==> config.mk <==
export PLATFORM = sky130hd
export DESIGN_NAME = fir_mac_sched_flat
export DESIGN_NICKNAME = d
export VERILOG_FILES = /design/src/rtl/fir_mac_sched_if.sv /design/src/rtl/fir_mac_sched.sv /design/src/flat_wrapper.sv
export SDC_FILE = /design/constraint.sdc
export NUM_CORES = 1
export LEC_CHECK = 0
export CORE_MARGIN = 8
export CORE_UTILIZATION = 32
export CTS_CLUSTER_DIAMETER = 30
export DETAILED_ROUTE_END_ITERATION = 7
export PLACE_DENSITY = 0.6
export SLEW_MARGIN = 20
export SYNTH_ARGS = -nofsm -noshare
export SYNTH_HDL_FRONTEND = slang
export SYNTH_SLANG_ARGS = --single-unit
==> constraint.sdc <==
create_clock -name clk -period 8.2 [get_ports clk]
set_input_delay 1.23 -clock clk [delete_from_list [all_inputs] [get_ports clk]]
set_output_delay 1.23 -clock clk [all_outputs]
set_load 0.05 [all_outputs]
==> src/rtl/fir_mac_sched_if.sv <==
// Sample-in, result-out and coefficient-write signals of fir_mac_sched.
// The slave modport is the filter side; master is the source/sink side.
interface fir_mac_sched_if #(
    parameter int unsigned TAPS = 8
);
    localparam int unsigned AW = (TAPS > 1) ? $clog2(TAPS) : 1;

    logic               in_valid;
    logic               in_ready;
    logic signed [12:0] in_data;
    logic               coef_we;
    logic [AW-1:0]      coef_addr;
    logic signed [12:0] coef_data;
    logic               out_valid;
    logic               out_ready;
    logic signed [15:0] out_data;

    modport master (
        output in_valid, in_data, coef_we, coef_addr, coef_data, out_ready,
        input  in_ready, out_valid, out_data
    );

    modport slave (
        input  in_valid, in_data, coef_we, coef_addr, coef_data, out_ready,
        output in_ready, out_valid, out_data
    );
endinterface

==> src/rtl/fir_mac_sched.sv <==
// Time-multiplexed FIR: one shared external 13x13 multiplier, TAPS MAC cycles per sample.
// Define FIR_SAT_EN to saturate the shifted sum to 16 bits instead of wrapping.
module fir_mac_sched #(
    parameter int unsigned TAPS  = 8,
    parameter int unsigned SHIFT = 12,
    parameter int unsigned ACC_W = 32
) (
    input  logic               clk,
    input  logic               rst,
    fir_mac_sched_if.slave     bus,
    output logic signed [12:0] mul_a,
    output logic signed [12:0] mul_b,
    input  logic signed [25:0] mul_p,
    output logic               busy
);
    localparam int unsigned AW = (TAPS > 1) ? $clog2(TAPS) : 1;

    typedef enum logic [1:0] {StIdle, StMac, StDone} state_e;

    state_e                   state_q, state_d;
    logic signed [12:0]       x_q [TAPS];
    logic signed [12:0]       c_q [TAPS];
    logic [AW-1:0]            idx_q;
    logic signed [ACC_W-1:0]  acc_q;
    logic signed [15:0]       out_q;

    logic                     accept;
    logic                     coef_wr;
    logic                     last;
    logic signed [ACC_W-1:0]  sum;
    logic signed [ACC_W-1:0]  shifted;
    logic signed [15:0]       out_sel;

    assign accept  = (state_q == StIdle) && bus.in_valid;
    assign coef_wr = (state_q == StIdle) && bus.coef_we && (32'(bus.coef_addr) < TAPS);
    assign last    = (32'(idx_q) == TAPS - 1);
    assign sum     = acc_q + {{(ACC_W-26){mul_p[25]}}, mul_p};
    assign shifted = sum >>> SHIFT;

`ifdef FIR_SAT_EN
    localparam logic signed [ACC_W-1:0] SatMax = ACC_W'(32767);
    localparam logic signed [ACC_W-1:0] SatMin = ACC_W'(-32768);

    always_comb begin
        out_sel = shifted[15:0];
        if (shifted > SatMax) begin
            out_sel = 16'sh7fff;
        end else if (shifted < SatMin) begin
            out_sel = 16'sh8000;
        end
    end
`else
    assign out_sel = shifted[15:0];
`endif

    assign mul_a         = (state_q == StMac) ? x_q[idx_q] : '0;
    assign mul_b         = (state_q == StMac) ? c_q[idx_q] : '0;
    assign busy          = (state_q != StIdle);
    assign bus.in_ready  = (state_q == StIdle);
    assign bus.out_valid = (state_q == StDone);
    assign bus.out_data  = out_q;

    always_comb begin
        state_d = state_q;
        unique case (state_q)
            StIdle:  if (bus.in_valid) state_d = StMac;
            StMac:   if (last) state_d = StDone;
            StDone:  if (bus.out_ready) state_d = StIdle;
            default: state_d = StIdle;
        endcase
    end

    always_ff @(posedge clk) begin
        if (!rst) begin
            state_q <= StIdle;
            idx_q   <= '0;
            acc_q   <= '0;
            out_q   <= '0;
            for (int k = 0; k < TAPS; k++) begin
                x_q[k] <= '0;
                c_q[k] <= '0;
            end
        end else begin
            state_q <= state_d;
            if (accept) begin
                x_q[0] <= bus.in_data;
                for (int k = 1; k < TAPS; k++) begin
                    x_q[k] <= x_q[k-1];
                end
                acc_q <= '0;
                idx_q <= '0;
            end
            // A write in the accept cycle lands before the first MAC reads c_q.
            if (coef_wr) begin
                c_q[bus.coef_addr] <= bus.coef_data;
            end
            if (state_q == StMac) begin
                acc_q <= sum;
                idx_q <= idx_q + 1'b1;
                if (last) begin
                    out_q <= out_sel;
                end
            end
        end
    end
endmodule

==> src/flat_wrapper.sv <==
// flat-port wrapper written by rule: the top's interface ports become plain ports
module fir_mac_sched_flat 
#(
    parameter int unsigned TAPS  = 8,
    parameter int unsigned SHIFT = 12,
    parameter int unsigned ACC_W = 32
)
  (clk, rst, mul_a, mul_b, mul_p, busy, bus_in_valid, bus_in_data, bus_coef_we, bus_coef_addr, bus_coef_data, bus_out_ready, bus_in_ready, bus_out_valid, bus_out_data);
  fir_mac_sched_if #(.TAPS(TAPS)) bus_i ();
  input  logic clk;
  input  logic rst;
  output logic signed [12:0] mul_a;
  output logic signed [12:0] mul_b;
  input  logic signed [25:0] mul_p;
  output logic busy;
  input wire logic [$bits(bus_i.in_valid)-1:0] bus_in_valid;
  input wire logic [$bits(bus_i.in_data)-1:0] bus_in_data;
  input wire logic [$bits(bus_i.coef_we)-1:0] bus_coef_we;
  input wire logic [$bits(bus_i.coef_addr)-1:0] bus_coef_addr;
  input wire logic [$bits(bus_i.coef_data)-1:0] bus_coef_data;
  input wire logic [$bits(bus_i.out_ready)-1:0] bus_out_ready;
  output wire logic [$bits(bus_i.in_ready)-1:0] bus_in_ready;
  output wire logic [$bits(bus_i.out_valid)-1:0] bus_out_valid;
  output wire logic [$bits(bus_i.out_data)-1:0] bus_out_data;
  assign bus_i.in_valid = bus_in_valid;
  assign bus_i.in_data = bus_in_data;
  assign bus_i.coef_we = bus_coef_we;
  assign bus_i.coef_addr = bus_coef_addr;
  assign bus_i.coef_data = bus_coef_data;
  assign bus_i.out_ready = bus_out_ready;
  assign bus_in_ready = bus_i.in_ready;
  assign bus_out_valid = bus_i.out_valid;
  assign bus_out_data = bus_i.out_data;
  fir_mac_sched #(.TAPS(TAPS), .SHIFT(SHIFT), .ACC_W(ACC_W)) u_core (.clk(clk), .rst(rst), .bus(bus_i), .mul_a(mul_a), .mul_b(mul_b), .mul_p(mul_p), .busy(busy));
endmodule
Yosys cells after proc, flatten, opt, wreduce, memory -nomap -nowiden
Memory sizes are Yosys's and may differ from the RTL's. A register that Yosys moved wholly into a read port is not among the register bits. Index checks and enable logic that the tools add are counted.

Flip-flop bits (word level): 53. Bits in writable memories: 208. Input bits: 60. Word-level logic and storage cells: 62. Memories kept: 2.

$add $sub $neg: 2. Equal/unequal tests: 6. Mux-type cells: 32. Bitwise gates (word level): 8. Reduce and logical (&&, ||, !) cells: 8.

Memories: u_core.c_q (words 8, width 13, read ports 1, clocked after Yosys merged registers in 1, write ports 8, line fir_mac_sched.sv:22) `logic signed [12:0] c_q [TAPS];`; u_core.x_q (words 8, width 13, read ports 8, clocked after Yosys merged registers in 1, write ports 8, line fir_mac_sched.sv:21) `logic signed [12:0] x_q [TAPS];`.

Operators by type and width (number): 2-to-1 mux 13 bit (11); 2-to-1 mux 32 bit (2); adder 32 bit (1); 2-to-1 mux 3 bit (7); OR reduction 13 bit (1); 2-to-1 mux 1 bit (8); OR 1 bit (8); 2-to-1 mux 2 bit (3); one-hot mux 2 bit (3 select lines) (1); != test 2 bit (second input constant) (2); nonzero test 2 bit (2); adder 3 x 1 -> 3 bit (second input constant) (1); == test 3 bit (second input constant) (1); AND reduction 3 bit (1); == test 2 x 1 -> 1 bit (second input constant) (1); == test 2 bit (second input constant) (1); logical AND 1 bit (2); logical NOT 2 bit (1); != test 2 x 1 -> 1 bit (second input constant) (1); AND reduction 2 bit (1).

Depth between registers and ports, before layout
Gate-level depths: netlist (run 1).

Depth in word-level cells: 7. Depth in mapped cells: 10. Gate-level depth less buffers: 10.

Worst setup path before layout (run 1)
OpenSTA, ideal clock, no wires.

Kind: input port to flip-flop. Start point: input rst. End point: memory u_core.x_q[0][0], enable pin. Library setup time: 0.957 ns. Arrival: 3.455 ns. Data required time: 7.243 ns. Path slack: 3.788 ns. Stages: 3. Buffers on the path: 2. Path through: clkbuf_1 > clkbuf_1 > nand2_1.

RTL lines: start, declared (line flat_wrapper.sv:11) `input logic rst;`; end, declared (line fir_mac_sched.sv:21).

==> summary.md, run 1 <==
| Metric | Value |
|---|---|
| Outcome | `finished clean` |
| Avg Cell Area, Syn | `12.5 sq um` |
| Met3 WL | `1900 um` |
| Initial antenna violation count | `0` |
| Total CTS buffers | `67` |
| Area Overhead vs Synth | `28.3%` |
| Period utilization | `57.9%` |
| Die Height | `217 um` |
| Post-CTS setup buffer count | `0` |
| Worst hold start | `u_core.acc_q[16]$_SDFFE_PN0N_` |
| Wirelength per Cell | `18.9 um` |
| GRT overflow | `0` |
| Crit path capture type | `output pin` |
| YS warnings | `0` |
| Hold path cells | `2` |
| Die area | `47100 sq um` |
| Routed via count | `8664` |
| Post-route DRC | `0` |
| Max FO, Critical Path | `28` |
| Vias in the first global route | `9021` |
| Final nets | `1245` |
| Core area | `39800 sq um` |
| Die Span X | `217 um` |
| Mapped Area | `12900 sq um` |
| Routed vias/inst | `5.00` |
| Crit path arrival time | `3.52 ns` |
| Final worst path period need | `4.75 ns` |
| DP Cell Count | `1611` |
| CTS max path bufs | `3` |
| Post-cts sizing count | `0` |
| Crit start category | `flop` |
| CTS sink cnt | `260` |
| Flop2flop setup slack | `5.15 ns` |
| Root Driver | `clkbuf_16` |
| Final Hold Vio Count | `0` |
| Layout cells sized above 1 | `16.6%` |
| Worst Hold Class | `reg2reg` |
| Post-synth top cells | `and2_1, edfxtp_1, nor2_1` |
| Final wirelength | `32700 um` |
| Peak supply drop | `0.151 mV` |
| Critical Path RT | `6.97 ns` |
| Number of max-cap violations | `0` |
| # H-tree levels | `3` |
| Sequential share of the synthesized area | `56.3%` |
| Mapped Nets | `1124` |
| Starting Density | `32.5%` |
| Gpl congestion | `0.910` |
| Fillers | `3756` |
| Hold-fix buffers at CTS | `0` |
| Reg2Reg Depth | `5` |
| Top-count cell post-synth | `and2_1` |
| Pwr dens | `265 nW/um^2` |
| Synth unique cells | `63` |
| Main synth FF type | `edfxtp_1` |
| Largest net degree at the start of global routing | `79` |
| # IOs | `105` |
| First-pass GRT wire length | `51700 um` |
| Top-area cell type share of the netlist area | `48.3%` |
| Non-filler cells, final | `1732` |
| Hold endpoint | `u_core.acc_q[16]$_SDFFE_PN0N_` |
| Slew headroom | `29.1%` |
| Slew @ Worst Pin | `1.06 ns` |
| GRT Total Usage | `13.9%` |
| FF/Latch Area | `7290 sq um` |
| WL met1 | `14400 um` |
| Skew final | `0.0234 ns` |
| DP HPWL | `20700 um` |
| Synth area leaders | `edfxtp_1, and2_1, mux4_2` |
| Top sig layer | `met4` |
| Final setup vio count | `0` |
| WS Path Type | `reg2out` |
| Cell row count | `73` |
| Ys async rst share | `0%` |
| CTS tree | `yes` |
| Area of the multi-input gates | `5330 sq um` |
| Max-slew violation count | `0` |
| Reg2reg start | `u_core.state_q[0]$_SDFFE_PN0P_` |
| Synth area leader | `edfxtp_1` |
| RSZ-0062 raised after global routing | `false` |
| Clk Latency, worst-skew pair | `0.56 ns` |
| Setup TNS Final | `0 ns` |
| Flops & latches, synth | `260` |
| Met2 routed WL | `15600 um` |
| LEAKAGE | `6.16 nW` |
| Initial DRC count | `507` |
| Worst-path clk slew | `0.04 ns` |
| PortBufs | `104` |
| Synth Instances | `1034` |
| Fmax | `211 MHz` |
| Number of synthesized flops with an enable pin | `208` |
| Reg2reg end | `u_core.c_q[1][2]$_SDFFCE_PN0P_` |
| First-pass detailed-route iteration total | `5` |
| ANT nets after route | `0` |
[power breakdown]
| part | internal [mW] | switching, mW | leakage (nW) |
|---|---|---|---|
| logic | 0.159 | 0.224 | 2.49 |
| registers | 1.51 | 0.0365 | 2.60 |
| clock network | 1.68 | 0.797 | 1.07 |
| total | 3.35 | 1.06 | 6.16 |
[layout make-up]
class                   instances  share of cell area (%)
well taps                     525                    3.95
inverters                      17                   0.384
multi-input cells             694                    32.1
clock inverters                40                    2.18
repair buffers                115                    6.73
flip-flops and latches        260                    43.9
clock buffers                  80                    10.8
diodes                          1                  0.0151
[registers in the layout, indices dropped and copies added (netlist names), named ones only]
register             count
u_core.idx_q             3
u_core.bus.out_data     16
u_core.state_q           2
u_core.x_q             104
u_core.c_q             104
u_core.acc_q            28
[routing by layer]
metal,vias to the layer above,track usage (%)
li1,4073,-
met1,4281,17.9
met2,252,22.3
met3,58,3.43
met4,0,5.25
met5,-,0
[critical path, stage by stage, from the launching register on]
cell	delay (ns)
dfxtp_4	0.67
buf_4	0.57
mux4_2	0.57
mux2i_1	0.32
nor2_1	0.08
clkdlybuf4s50_1	0.72
[logic make-up after synthesis]
group                    after synthesis  synth area share, %
AND/OR/NAND/NOR                      410                 17.5
flip-flops                           260                 56.3
AO/OA/AOI/OAI                        150                 7.42
multiplexers                          85                 11.6
buffers and inverters                 80                 2.97
adder cells (fa/ha/maj)               30                 2.96
XOR/XNOR                              19                 1.29
[worst max path at each step]
stage / to / slack (ns) / depth (start not counted)
2_1_floorplan: u_core.x_q[0][0]$_SDFFCE_PN0P_ / 3.79 / 3
3_3_place_gp: u_core.c_q[1][8]$_SDFFCE_PN0P_ / 3.53 / 5
3_5_place_dp: u_core.c_q[0][2]$_SDFFCE_PN0P_ / 3.88 / 5
4_1_cts: mul_b[9] / 3.34 / 5
5_1_grt: mul_b[9] / 3.18 / 5
6_report: mul_b[7] / 3.45 / 5
[placed cells by master, fill, tap and decap left out, types with 16 or more instances in the layout]
| cell | Yosys | final |
|---|---|---|
| and2_1 | 212 | 212 |
| o21ai_0 | 38 | 32 |
| a21oi_1 | 42 | 42 |
| clkdlybuf4s50_1 | 0 | 103 |
| mux2i_1 | 33 | 33 |
| dfxtp_1 | 52 | 49 |
| clkbuf_16 | 0 | 69 |
| nor2_1 | 74 | 69 |
| inv_1 | 16 | 16 |
| clkinv_2 | 0 | 19 |
| nand2_1 | 44 | 43 |
| mux4_2 | 52 | 52 |
| nand3_1 | 22 | 22 |
| edfxtp_1 | 208 | 208 |
| ha_1 | 29 | 29 |
[per-stage QoR]
stage	utilization [%]	hold slack, ns	instance area (sq um)	total power, mW	setup WS [ns]
finish	41.7	0.457	16600	4.40	3.45
global route	41.7	0.484	16600	4.56	3.18
detailed placement	36.3	0.453	14400	1.95	3.88
global placement	36.2	0.443	14400	1.94	3.53
CTS	41.7	0.454	16600	4.45	3.34
floorplan	-	0.429	12900	1.82	3.79
No activity file was read; power rests on OpenSTA's default activity.
==> run 2: changes to the inputs <==
Clock period 8.2 ns to 4.49 ns, I/O delays scaled along.
==> summary.md, run 2 (synthesized netlist as in run 1, its figures left out) <==
| Metric | Value |
|---|---|
| LEAKAGE | `6.24 nW (+1.2%)` |
| RSZ-0062 raised after global routing | `false` |
| Post-CTS setup buffer count | `0 (unchanged)` |
| Gpl congestion | `0.909 (-0.15%)` |
| Worst path slowest cell | `clkdlybuf4s50_1` |
| Setup TNS Final | `0 ns (unchanged)` |
| Crit path capture type | `output pin` |
| FF/Latch Area | `7290 sq um (unchanged)` |
| Layout cells sized above 1 | `15.8% (-0.81 points)` |
| Number of max-cap violations | `0 (unchanged)` |
| Post-route DRC | `0 (unchanged)` |
| Outcome | `finished clean` |
| Most frequent cells in the layout | `and2_1, edfxtp_1, clkdlybuf4s50_1` |
| Max-slew violation count | `0 (unchanged)` |
| Final hold slack | `0.459 ns (+0.00191 ns)` |
| Final setup vio count | `0 (unchanged)` |
| Root Driver | `clkbuf_16` |
| Reg2reg end | `u_core.c_q[0][1]$_SDFFCE_PN0P_` |
| Routed vias/inst | `4.94 (-1.2%)` |
| DP Cell Count | `1622 (+0.68%)` |
| Worst-path cell chain | `buf_4 > mux4_2 > mux2i_1 > nor2_1 > clkdlybuf4s50_1` |
| Post-cts sizing count | `0 (unchanged)` |
| Worst-path clk slew | `0.04 ns (about the same)` |
| Worst Hold Class | `reg2reg` |
| GRT overflow | `0 (unchanged)` |
| Clk Latency, worst-skew pair | `0.56 ns (about the same)` |
| Non-filler cells, final | `1742 (+0.58%)` |
| Skew final | `0.0200 ns (-0.00343 ns)` |
| ANT nets after route | `0 (unchanged)` |
| Area of the multi-input gates | `5290 sq um (-0.66%)` |
| Hold path cells | `2 (unchanged)` |
| Area Overhead vs Synth | `29.6%` |
| Reg2reg start | `u_core.state_q[0]$_SDFFE_PN0P_` |
| Initial DRC count | `491 (-3.2%)` |
| Biggest regs | `u_core.c_q: 104 flops, u_core.x_q: 104 flops, u_core.acc_q: 28 flops` |
| Hold-fix buffers at CTS | `0 (unchanged)` |
| Largest net degree at the start of global routing | `51 (-35%)` |
| Peak supply drop | `0.259 mV (+71%)` |
| Reg2Reg Depth | `4 (-1)` |
| Vias in the first global route | `9190 (+1.9%)` |
| Die Span X | `217 um (unchanged)` |
| Worst hold start | `u_core.bus.out_data[3]$_SDFFE_PN0P_` |
| Worst stage delay on the critical path | `0.71 ns (about the same)` |
| First-pass detailed-route iteration total | `4 (-1)` |
| Slew headroom | `29.8% (+0.73 points)` |
| Slew @ Worst Pin | `1.05 ns (-0.0147 ns)` |
| Crit start category | `flop` |
| Final nets | `1256 (+0.88%)` |
| Total CTS buffers | `66 (-1.5%)` |
| Pwr dens | `489 nW/um^2 (+84%)` |
| Commonest non-fill, non-tap cell in the layout | `and2_1` |
| Placement Cell Area | `14500 sq um (+0.66%)` |
| First-pass GRT wire length | `50700 um (-2.0%)` |
| Critical Path RT | `3.82 ns (-3.15 ns)` |
| Die area | `47100 sq um (unchanged)` |
| Hold endpoint | `u_core.bus.out_data[3]$_SDFFE_PN0P_` |
| DP HPWL | `20900 um (+1.3%)` |
| Routed via count | `8611 (-0.61%)` |
| CTS sink cnt | `260 (unchanged)` |
| WS Path Type | `reg2out` |
| CTS tree | `yes` |
| Final Hold Vio Count | `0 (unchanged)` |
| GRT Total Usage | `13.6% (-0.23 points)` |
| Final worst path period need | `3.61 ns` |
| Final wirelength | `32000 um (-2.0%)` |
| Crit path arrival time | `2.93 ns (-0.59 ns)` |
| Max FO, Critical Path | `22 (-21%)` |
| Core area | `39800 sq um (unchanged)` |
| Total Power | `8.20 mW (+86%)` |
| # IOs | `105 (unchanged)` |
| Die Height | `217 um (unchanged)` |
| N_diodes | `0 (-1)` |
| PortBufs | `104 (unchanged)` |
| Cell row count | `73 (unchanged)` |
| Period utilization | `80.3%` |
| CTS max path bufs | `3 (unchanged)` |
| Fillers | `3721 (-0.93%)` |
| Starting Density | `32.5% (unchanged)` |
| Flop2flop setup slack | `1.87 ns (-3.28 ns)` |
| Initial antenna violation count | `0 (unchanged)` |
| Fmax | `277 MHz` |
| Wirelength per Cell | `18.4 um (-2.6%)` |
| # H-tree levels | `3 (unchanged)` |
| Finished Cell Area | `16800 sq um (+0.95%)` |
run 2: changes by cell type in the layout (fill, tap and decap cells not counted), moves of 4 or more:
| cell | before | now |
|---|---|---|
| buf_4 | 11 | 19 |
| bufinv_16 | 4 | 8 |
| clkinv_1 | 6 | 12 |
| clkinv_2 | 19 | 10 |
| nor2_1 | 69 | 73 |
| nor2_2 | 4 | 0 |
run 2: power breakdown:
| part | switching (mW) | internal (mW) | leakage (nW) |
|---|---|---|---|
| combinational | 0.417 | 0.301 | 2.56 |
| clock | 1.45 | 3.22 | 1.08 |
| sequential | 0.0565 | 2.76 | 2.60 |
| total | 1.92 | 6.28 | 6.24 |
run 2: layout make-up:
| type | count | share of cell area (%) |
|---|---|---|
| Clock buffer | 82 | 10.4 |
| Timing Repair Buffer | 127 | 7.48 |
| Sequential cell | 260 | 43.5 |
| Clock inverter | 37 | 2.74 |
| Inverter | 17 | 0.381 |
| Multi-Input combinational cell | 694 | 31.5 |
| Tap cell | 525 | 3.92 |
run 2: critical path: cells and delay by family (launching register included):
family	cells	cell delay, ns
buffers and inverters	2	1.11
multiplexers	2	0.81
flip-flops	1	0.38
AND/OR/NAND/NOR	1	0.07
run 2: worst max-delay path by stage:
stage	start	to	slack [ns]
floorplan	u_core.state_q[0]$_SDFFE_PN0P_	u_core.x_q[0][0]$_SDFFCE_PN0P_	0.51
global placement	mul_p[0]	u_core.bus.out_data[12]$_SDFFE_PN0P_	1.12
detailed placement	mul_p[0]	u_core.bus.out_data[12]$_SDFFE_PN0P_	1.07
CTS	u_core.state_q[0]$_SDFFE_PN0P_	mul_a[12]	0.73
global route	flop	mul_a[7]	0.73
finish	flop	mul_a[7]	0.88
run 2: stage by stage:
stage | utilization [%] | worst slack (ns)
after floorplan | - | 0.514
final | 42.1 | 0.882
after global routing | 42.1 | 0.732
after CTS | 42.1 | 0.731
after global placement | 36.5 | 1.12
after detailed placement | 36.5 | 1.07
run 2: routing by layer:
metal	vias up	GRT usage (%)	wire, um
met3	65	3.74	2110
li1	4093	-	-
met1	4203	16.9	14000
met5	-	0	0
met4	0	6.15	812
met2	250	22.0	15100
==> run 3: changes to the inputs <==
Clock period 4.49 ns to 3.6 ns, I/O delays scaled along.
==> summary.md, run 3 (synthesized netlist as in run 1, its figures left out) <==
| Metric | Value |
|---|---|
| Cell row count | `73 (unchanged)` |
| Slew @ Worst Pin | `0.800 ns (-0.249 ns)` |
| Die Height | `217 um (unchanged)` |
| Max-slew violation count | `0 (unchanged)` |
| Placement Cell Area | `14600 sq um (+0.46%)` |
| Finished Cell Area | `17100 sq um (+1.8%)` |
| Setup TNS Final | `0 ns (unchanged)` |
| Fmax | `291 MHz` |
| DP HPWL | `20700 um (-0.86%)` |
| Worst path slowest cell | `clkdlybuf4s50_1` |
| CTS tree | `yes` |
| Max FO, Critical Path | `21 (-4.5%)` |
| Slew headroom | `46.7% (+17 points)` |
| Wirelength per Cell | `18.3 um (-0.30%)` |
| WP buf/inv | `2 (unchanged)` |
| Initial DRC count | `537 (+9.4%)` |
| Vias in the first global route | `9064 (-1.4%)` |
| Number of max-cap violations | `0 (unchanged)` |
| LEAKAGE | `6.45 nW (+3.3%)` |
| Most frequent cells in the layout | `and2_1, edfxtp_1, clkdlybuf4s50_1` |
| Core Util, Final | `42.9% (+0.75 points)` |
| RSZ-0062 raised after global routing | `false` |
| Post-route DRC | `0 (unchanged)` |
| Crit path arrival time | `2.90 ns (-0.03 ns)` |
| Clk Latency, worst-skew pair | `0.56 ns (about the same)` |
| CTS sink cnt | `260 (unchanged)` |
| CTS max path bufs | `3 (unchanged)` |
| First-pass detailed-route iteration total | `5 (+1)` |
| Final setup vio count | `0 (unchanged)` |
| Layout cells sized above 1 | `17.6% (+1.8 points)` |
| Pwr dens | `629 nW/um^2 (+29%)` |
| Routed via count | `8740 (+1.5%)` |
| Outcome | `finished clean` |
| Worst-path cell chain | `buf_12 > mux4_2 > mux2i_1 > nor2_1 > clkdlybuf4s50_1` |
| Core area | `39800 sq um (unchanged)` |
| GRT Total Usage | `13.8% (+0.13 points)` |
| PortBufs | `104 (unchanged)` |
| Die Span X | `217 um (unchanged)` |
| First-pass GRT wire length | `51200 um (+0.95%)` |
| # H-tree levels | `3 (unchanged)` |
| Final nets | `1269 (+1.0%)` |
| Pre-CTS WS | `0.273 ns (-0.796 ns)` |
| Final wirelength | `32300 um (+0.79%)` |
| Total CTS buffers | `71 (+7.6%)` |
| WS Path Type | `reg2out` |
| Crit path capture type | `output pin` |
| Period utilization | `95.6%` |
| Commonest non-fill, non-tap cell in the layout | `and2_1` |
| Initial antenna violation count | `0 (unchanged)` |
| Setup ws final | `0.159 ns (-0.724 ns)` |
| Gpl congestion | `0.843 (-7.2%)` |
| GRT overflow | `0 (unchanged)` |
| ANT nets after route | `0 (unchanged)` |
| Crit start category | `flop` |
| Final Hold Vio Count | `0 (unchanged)` |
| Post-CTS setup buffer count | `0 (unchanged)` |
| Peak supply drop | `0.374 mV (+44%)` |
| # IOs | `105 (unchanged)` |
| Critical Path RT | `3.06 ns (-0.76 ns)` |
| Routed vias/inst | `4.96 (+0.40%)` |
| Starting Density | `32.5% (unchanged)` |
| Worst stage delay on the critical path | `0.75 ns (+0.04 ns)` |
| Largest net degree at the start of global routing | `54 (+5.9%)` |
| Critical path's top delay family | `buffers and inverters` |
| Final worst path period need | `3.44 ns` |
| Skew final | `0.0168 ns (-0.00324 ns)` |
| Worst-path clk slew | `0.04 ns (about the same)` |
| Worst Hold Class | `reg2reg` |
| Die area | `47100 sq um (unchanged)` |
| Root Driver | `clkbuf_16` |
| N_diodes | `0 (unchanged)` |
| Area Overhead vs Synth | `31.9%` |
| Biggest regs | `u_core.c_q: 104 flops, u_core.x_q: 104 flops, u_core.acc_q: 28 flops` |
run 3: cell types whose count changed in the layout (fill, tap and decap cells not counted), moves of 4 or more:
| cell | delta |
|---|---|
| dlymetal6s2s_1 | +4 |
| clkdlybuf4s50_1 | -4 |
| buf_4 | +9 |
| clkinvlp_4 | +6 |
| clkbuf_16 | +8 |
run 3: routing by layer:
metal	vias up	wire length, um	track usage, %
met5	-	0	0
met2	260	14900	21.3
li1	4125	-	-
met1	4286	14500	18.0
met3	69	2080	3.48
met4	0	853	6.06
run 3: worst paths after layout:
path	from	cells past startpoint	end	slack, ns
min reg2reg	u_core.acc_q[22]$_SDFFE_PN0N_	2	u_core.acc_q[22]$_SDFFE_PN0N_	0.46
max reg2reg	u_core.acc_q[0]$_SDFFE_PN0N_	10	u_core.bus.out_data[12]$_SDFFE_PN0P_	0.93
max	flop	5	mul_b[5]	0.16
min	u_core.acc_q[22]$_SDFFE_PN0N_	2	u_core.acc_q[22]$_SDFFE_PN0N_	0.46
run 3: per-stage QoR:
step / power, mW / hold slack [ns] / instances
2_1_floorplan: 4.15 / 0.429 / 1034
3_3_place_gp: 4.44 / 0.440 / 1631
3_5_place_dp: 4.46 / 0.450 / 1631
4_1_cts: 10.9 / 0.460 / 1761
5_1_grt: 11.1 / 0.479 / 1761
6_report: 10.7 / 0.459 / 1761
run 3: final cells by class:
class	instances	area, sq um
Fill cell	3732	22800
Sequential cell	260	7290
Multi-Input combinational cell	694	5290
Clock buffer	86	1930
Timing Repair Buffer	135	1320
Tap cell	525	657
Clock inverter	44	520
Inverter	17	63.8
run 3: power by group:
group / internal (mW) / total, mW / leakage [nW] / switching [mW]
clock: 4.45 / 6.34 / 1.18 / 1.89
sequential: 3.44 / 3.51 / 2.60 / 0.0727
combinational: 0.376 / 0.894 / 2.66 / 0.518
run 3: worst reg2reg max path, stage by stage, from the launching register on:
cell and delay (ns):
dfxtp_1 0.32, ha_1 0.20, inv_1 0.06, fa_1 0.40, and2b_1 0.25, o2111ai_2 0.15, a21oi_1 0.31, o21bai_2 0.18
o21a_1 0.25, mux2i_1 0.13, a311o_1 0.32
run 3: repair_timing:
action,4_1_cts,5_1_grt
gates resized for setup,0,4
hold buffers,0,0
setup endpoints to repair,0,4
endpoints found under the hold margin,0,0
==> variant: new RTL, flow settings as in run 2 <==
`TAPS` is set to 8 in 3 places; all go to 4.
--- a/src/rtl/fir_mac_sched_if.sv
+++ b/src/rtl/fir_mac_sched_if.sv
@@ -1,7 +1,7 @@
 // Sample-in, result-out and coefficient-write signals of fir_mac_sched.
 // The slave modport is the filter side; master is the source/sink side.
 interface fir_mac_sched_if #(
-    parameter int unsigned TAPS = 8
+    parameter int unsigned TAPS = 4
 );
     localparam int unsigned AW = (TAPS > 1) ? $clog2(TAPS) : 1;
 
--- a/src/rtl/fir_mac_sched.sv
+++ b/src/rtl/fir_mac_sched.sv
@@ -1,7 +1,7 @@
 // Time-multiplexed FIR: one shared external 13x13 multiplier, TAPS MAC cycles per sample.
 // Define FIR_SAT_EN to saturate the shifted sum to 16 bits instead of wrapping.
 module fir_mac_sched #(
-    parameter int unsigned TAPS  = 8,
+    parameter int unsigned TAPS  = 4,
     parameter int unsigned SHIFT = 12,
     parameter int unsigned ACC_W = 32
 ) (
--- a/src/flat_wrapper.sv
+++ b/src/flat_wrapper.sv
@@ -1,7 +1,7 @@
 // flat-port wrapper written by rule: the top's interface ports become plain ports
 module fir_mac_sched_flat 
 #(
-    parameter int unsigned TAPS  = 8,
+    parameter int unsigned TAPS  = 4,
     parameter int unsigned SHIFT = 12,
     parameter int unsigned ACC_W = 32
 )
Ports: changed (resized bus_coef_addr); port bits go from 105 to 104. The function was not compared with the original's and may differ.
==> variant against run 2 <==
Die area fell by 36%; clock skew rose by 0.0017 ns; sequential cell count fell by 106; total power fell by 56%; routed wire length fell by 40%; sequential share of layout area fell by 2.0 points; worst setup slack improved by 0.12 ns; design area fell by 41%; synthesized area fell by 39%; hold slack improved by 0.0028 ns; critical endpoint is now u_core.bus.out_data[13]$_SDFFE_PN0P_.
==> variant: results (changes against run 2) <==
| Metric | Value |
|---|---|
| Status | `finished, final reports clean (unchanged)` |
| Syn_nets | `783 (was 1,124)` |
| Least-Margin Pin Slew | `0.932 ns (was 1.05 ns)` |
| Worst Reg-to-Reg Cells | `9 (was 4)` |
| Post-synth EDFFs | `104 (was 208)` |
| TritonCTS buffer count | `17 (was 66)` |
| Top cells by count, synth | `and2_1 (142), edfxtp_1 (104), dfxtp_1 (50), nand2_1 (50), clkbuf_1 (38) (was and2_1 (212), edfxtp_1 (208), nor2_1 (74), dfxtp_1 (52), mux4_2 (52))` |
| Dpl hpwl | `13,000 um (was 20,900 um)` |
| Share of layout cells above drive strength 1 | `10.0% (was 15.8%)` |
| Clock Latency Late Sink | `0.44 ns (was 0.56 ns)` |
| Clock slew at reported path FFs | `0.08 ns (was 0.04 ns)` |
| H-tree depth | `4 (was 3)` |
| Root Buffer | `clkbuf_16 (unchanged)` |
| Postcts setup bufs | `0 (unchanged)` |
| Sink of the worst hold path | `u_core.acc_q[21]$_SDFFE_PN0N_ (was u_core.bus.out_data[3]$_SDFFE_PN0P_)` |
| First-pass GRT wire length | `30,800 um (was 50,700 um)` |
| Vias in the first global route | `5,600 (was 9,190)` |
| Clock tree buffer depth | `2 (was 3)` |
| Buffers on Ports | `103 (was 104)` |
| Area contributors post-synth | `edfxtp_1 (39%), dfxtp_1 (13%), and2_1 (11%), mux4_2 (7.4%), ha_1 (4.4%) (was edfxtp_1 (48%), and2_1 (10%), mux4_2 (9.0%), dfxtp_1 (8.0%), ha_1 (2.8%))` |
| CP Max Fanout | `6 (was 22)` |
| Wire per inst | `17.2 um (was 18.4 um)` |
| Register area share after synthesis | `51.8% (was 56.3%)` |
| Vias/cell | `4.91 (was 4.94)` |
| Initial drt markers | `401 (was 491)` |
| Filler instances | `2,386 (was 3,721)` |
| Biggest regs | `u_core.c_q x52, u_core.x_q x52, u_core.acc_q x28 (was u_core.c_q x104, u_core.x_q x104, u_core.acc_q x28)` |
| Worst Skew | `0.0217 ns (was 0.0200 ns)` |
| TritonRoute pass-1 iters | `5 (was 4)` |
| Nets@finish | `875 (was 1,256)` |
| R2r setup slk | `1.35 ns (was 1.87 ns)` |
| Critical path arrival | `3.79 ns (was 2.93 ns)` |
| Gp weighted congestion | `0.868 (was 0.909)` |
| End of the worst register-to-register path | `u_core.bus.out_data[13]$_SDFFE_PN0P_ (was u_core.c_q[0][1]$_SDFFCE_PN0P_)` |
| Pleak | `3.78 nW (was 6.24 nW)` |
| Critical R2R Launch | `u_core.acc_q[6]$_SDFFE_PN0N_ (was u_core.state_q[0]$_SDFFE_PN0P_)` |
| Syn. warnings | `0 (unchanged)` |
| Min-Delay Startpoint | `u_core.acc_q[21]$_SDFFE_PN0N_ (was u_core.bus.out_data[3]$_SDFFE_PN0P_)` |
| GR Util All Layers | `12.9% (was 13.6%)` |
| Pin count of the biggest net entering global routing | `53 (was 51)` |
| Count of cell types in the netlist | `62 (was 63)` |
[variant: changes by cell type in the layout (fill, tap and decap cells not counted), sizes merged, moves of 19 or more]
| cell | change |
|---|---|
| mux2i | -31 |
| edfxtp | -104 |
| a21oi | -25 |
| clkinv | -19 |
| clkbuf | -65 |
| nor2 | -56 |
| and2 | -71 |
| mux4 | -26 |
[variant: logic make-up (layout without fill, tap and decap cells)]
kind of cell | count (synthesis) | after routing | synth area share, %
and+or+nand+nor | 296 | 296 | 20.9
DFF | 154 | 154 | 51.8
AOI/OAI and AO/OA | 114 | 114 | 10.1
buffers and inverters | 51 | 156 | 2.41
adders and majority gates | 29 | 29 | 4.65
muxes | 28 | 28 | 7.61
xor gates and xnor gates | 23 | 23 | 2.53
[variant: worst max-delay path by stage]
stage | startpoint | to | slack [ns]
finish | mul_p[6] | u_core.bus.out_data[13]$_SDFFE_PN0P_ | 1.00
global route | mul_p[6] | u_core.bus.out_data[13]$_SDFFE_PN0P_ | 0.76
CTS | mul_p[6] | u_core.bus.out_data[13]$_SDFFE_PN0P_ | 1.04
detailed placement | mul_p[6] | u_core.bus.out_data[13]$_SDFFE_PN0P_ | 0.59
global placement | mul_p[6] | u_core.bus.out_data[13]$_SDFFE_PN0P_ | 0.65
floorplan | rst | u_core.x_q[0][0]$_SDFFCE_PN0P_ | 1.49
[variant: per-stage QoR]
stage	hold slack, ns	setup WS (ns)	std cells	cell area, um2	util (%)
3_3_place_gp	0.437	0.646	1092	9330	38.3
6_report	0.461	1.00	1124	9950	40.8
4_1_cts	0.466	1.04	1124	9950	40.8
2_1_floorplan	0.429	1.49	695	7960	-
5_1_grt	0.494	0.756	1124	9950	40.8
3_5_place_dp	0.448	0.593	1092	9330	38.3
[variant: cell type report]
class,count,area (um2),share of cell area (%)
Sequential cell,154,4130,41.5
Multi-Input combinational cell,490,3650,36.7
Timing Repair Buffer,115,1120,11.2
Clock buffer,17,425,4.28
Tap cell,324,405,4.08
Clock inverter,15,188,1.89
Inverter,9,33.8,0.340
[variant: per-layer routing]
layer / up-vias / GRT usage (%) / wire (um)
li1: 2727 / - / -
met1: 2650 / 16.6 / 9010
met2: 120 / 20.7 / 9120
met3: 17 / 3.96 / 975
met4: 0 / 3.46 / 208
met5: - / 0 / 0
[variant: where the power goes]
group / total [mW] / switching [mW] / internal (mW) / leakage, nW
registers: 1.63 / 0.0329 / 1.60 / 1.51
clock network: 1.47 / 0.706 / 0.760 / 0.295
logic: 0.534 / 0.303 / 0.232 / 1.97
[variant: worst max-delay path, cell delays in order]
cell             delay (ns)
clkdlybuf4s50_1        0.41
ha_1                   0.38
a21oi_1                0.19
nor3_1                 0.07
a2111oi_0              0.70
nand2_1                0.35
a211oi_2               0.47
nor2_1                 0.11
mux2i_1                0.13
a311o_1                0.30
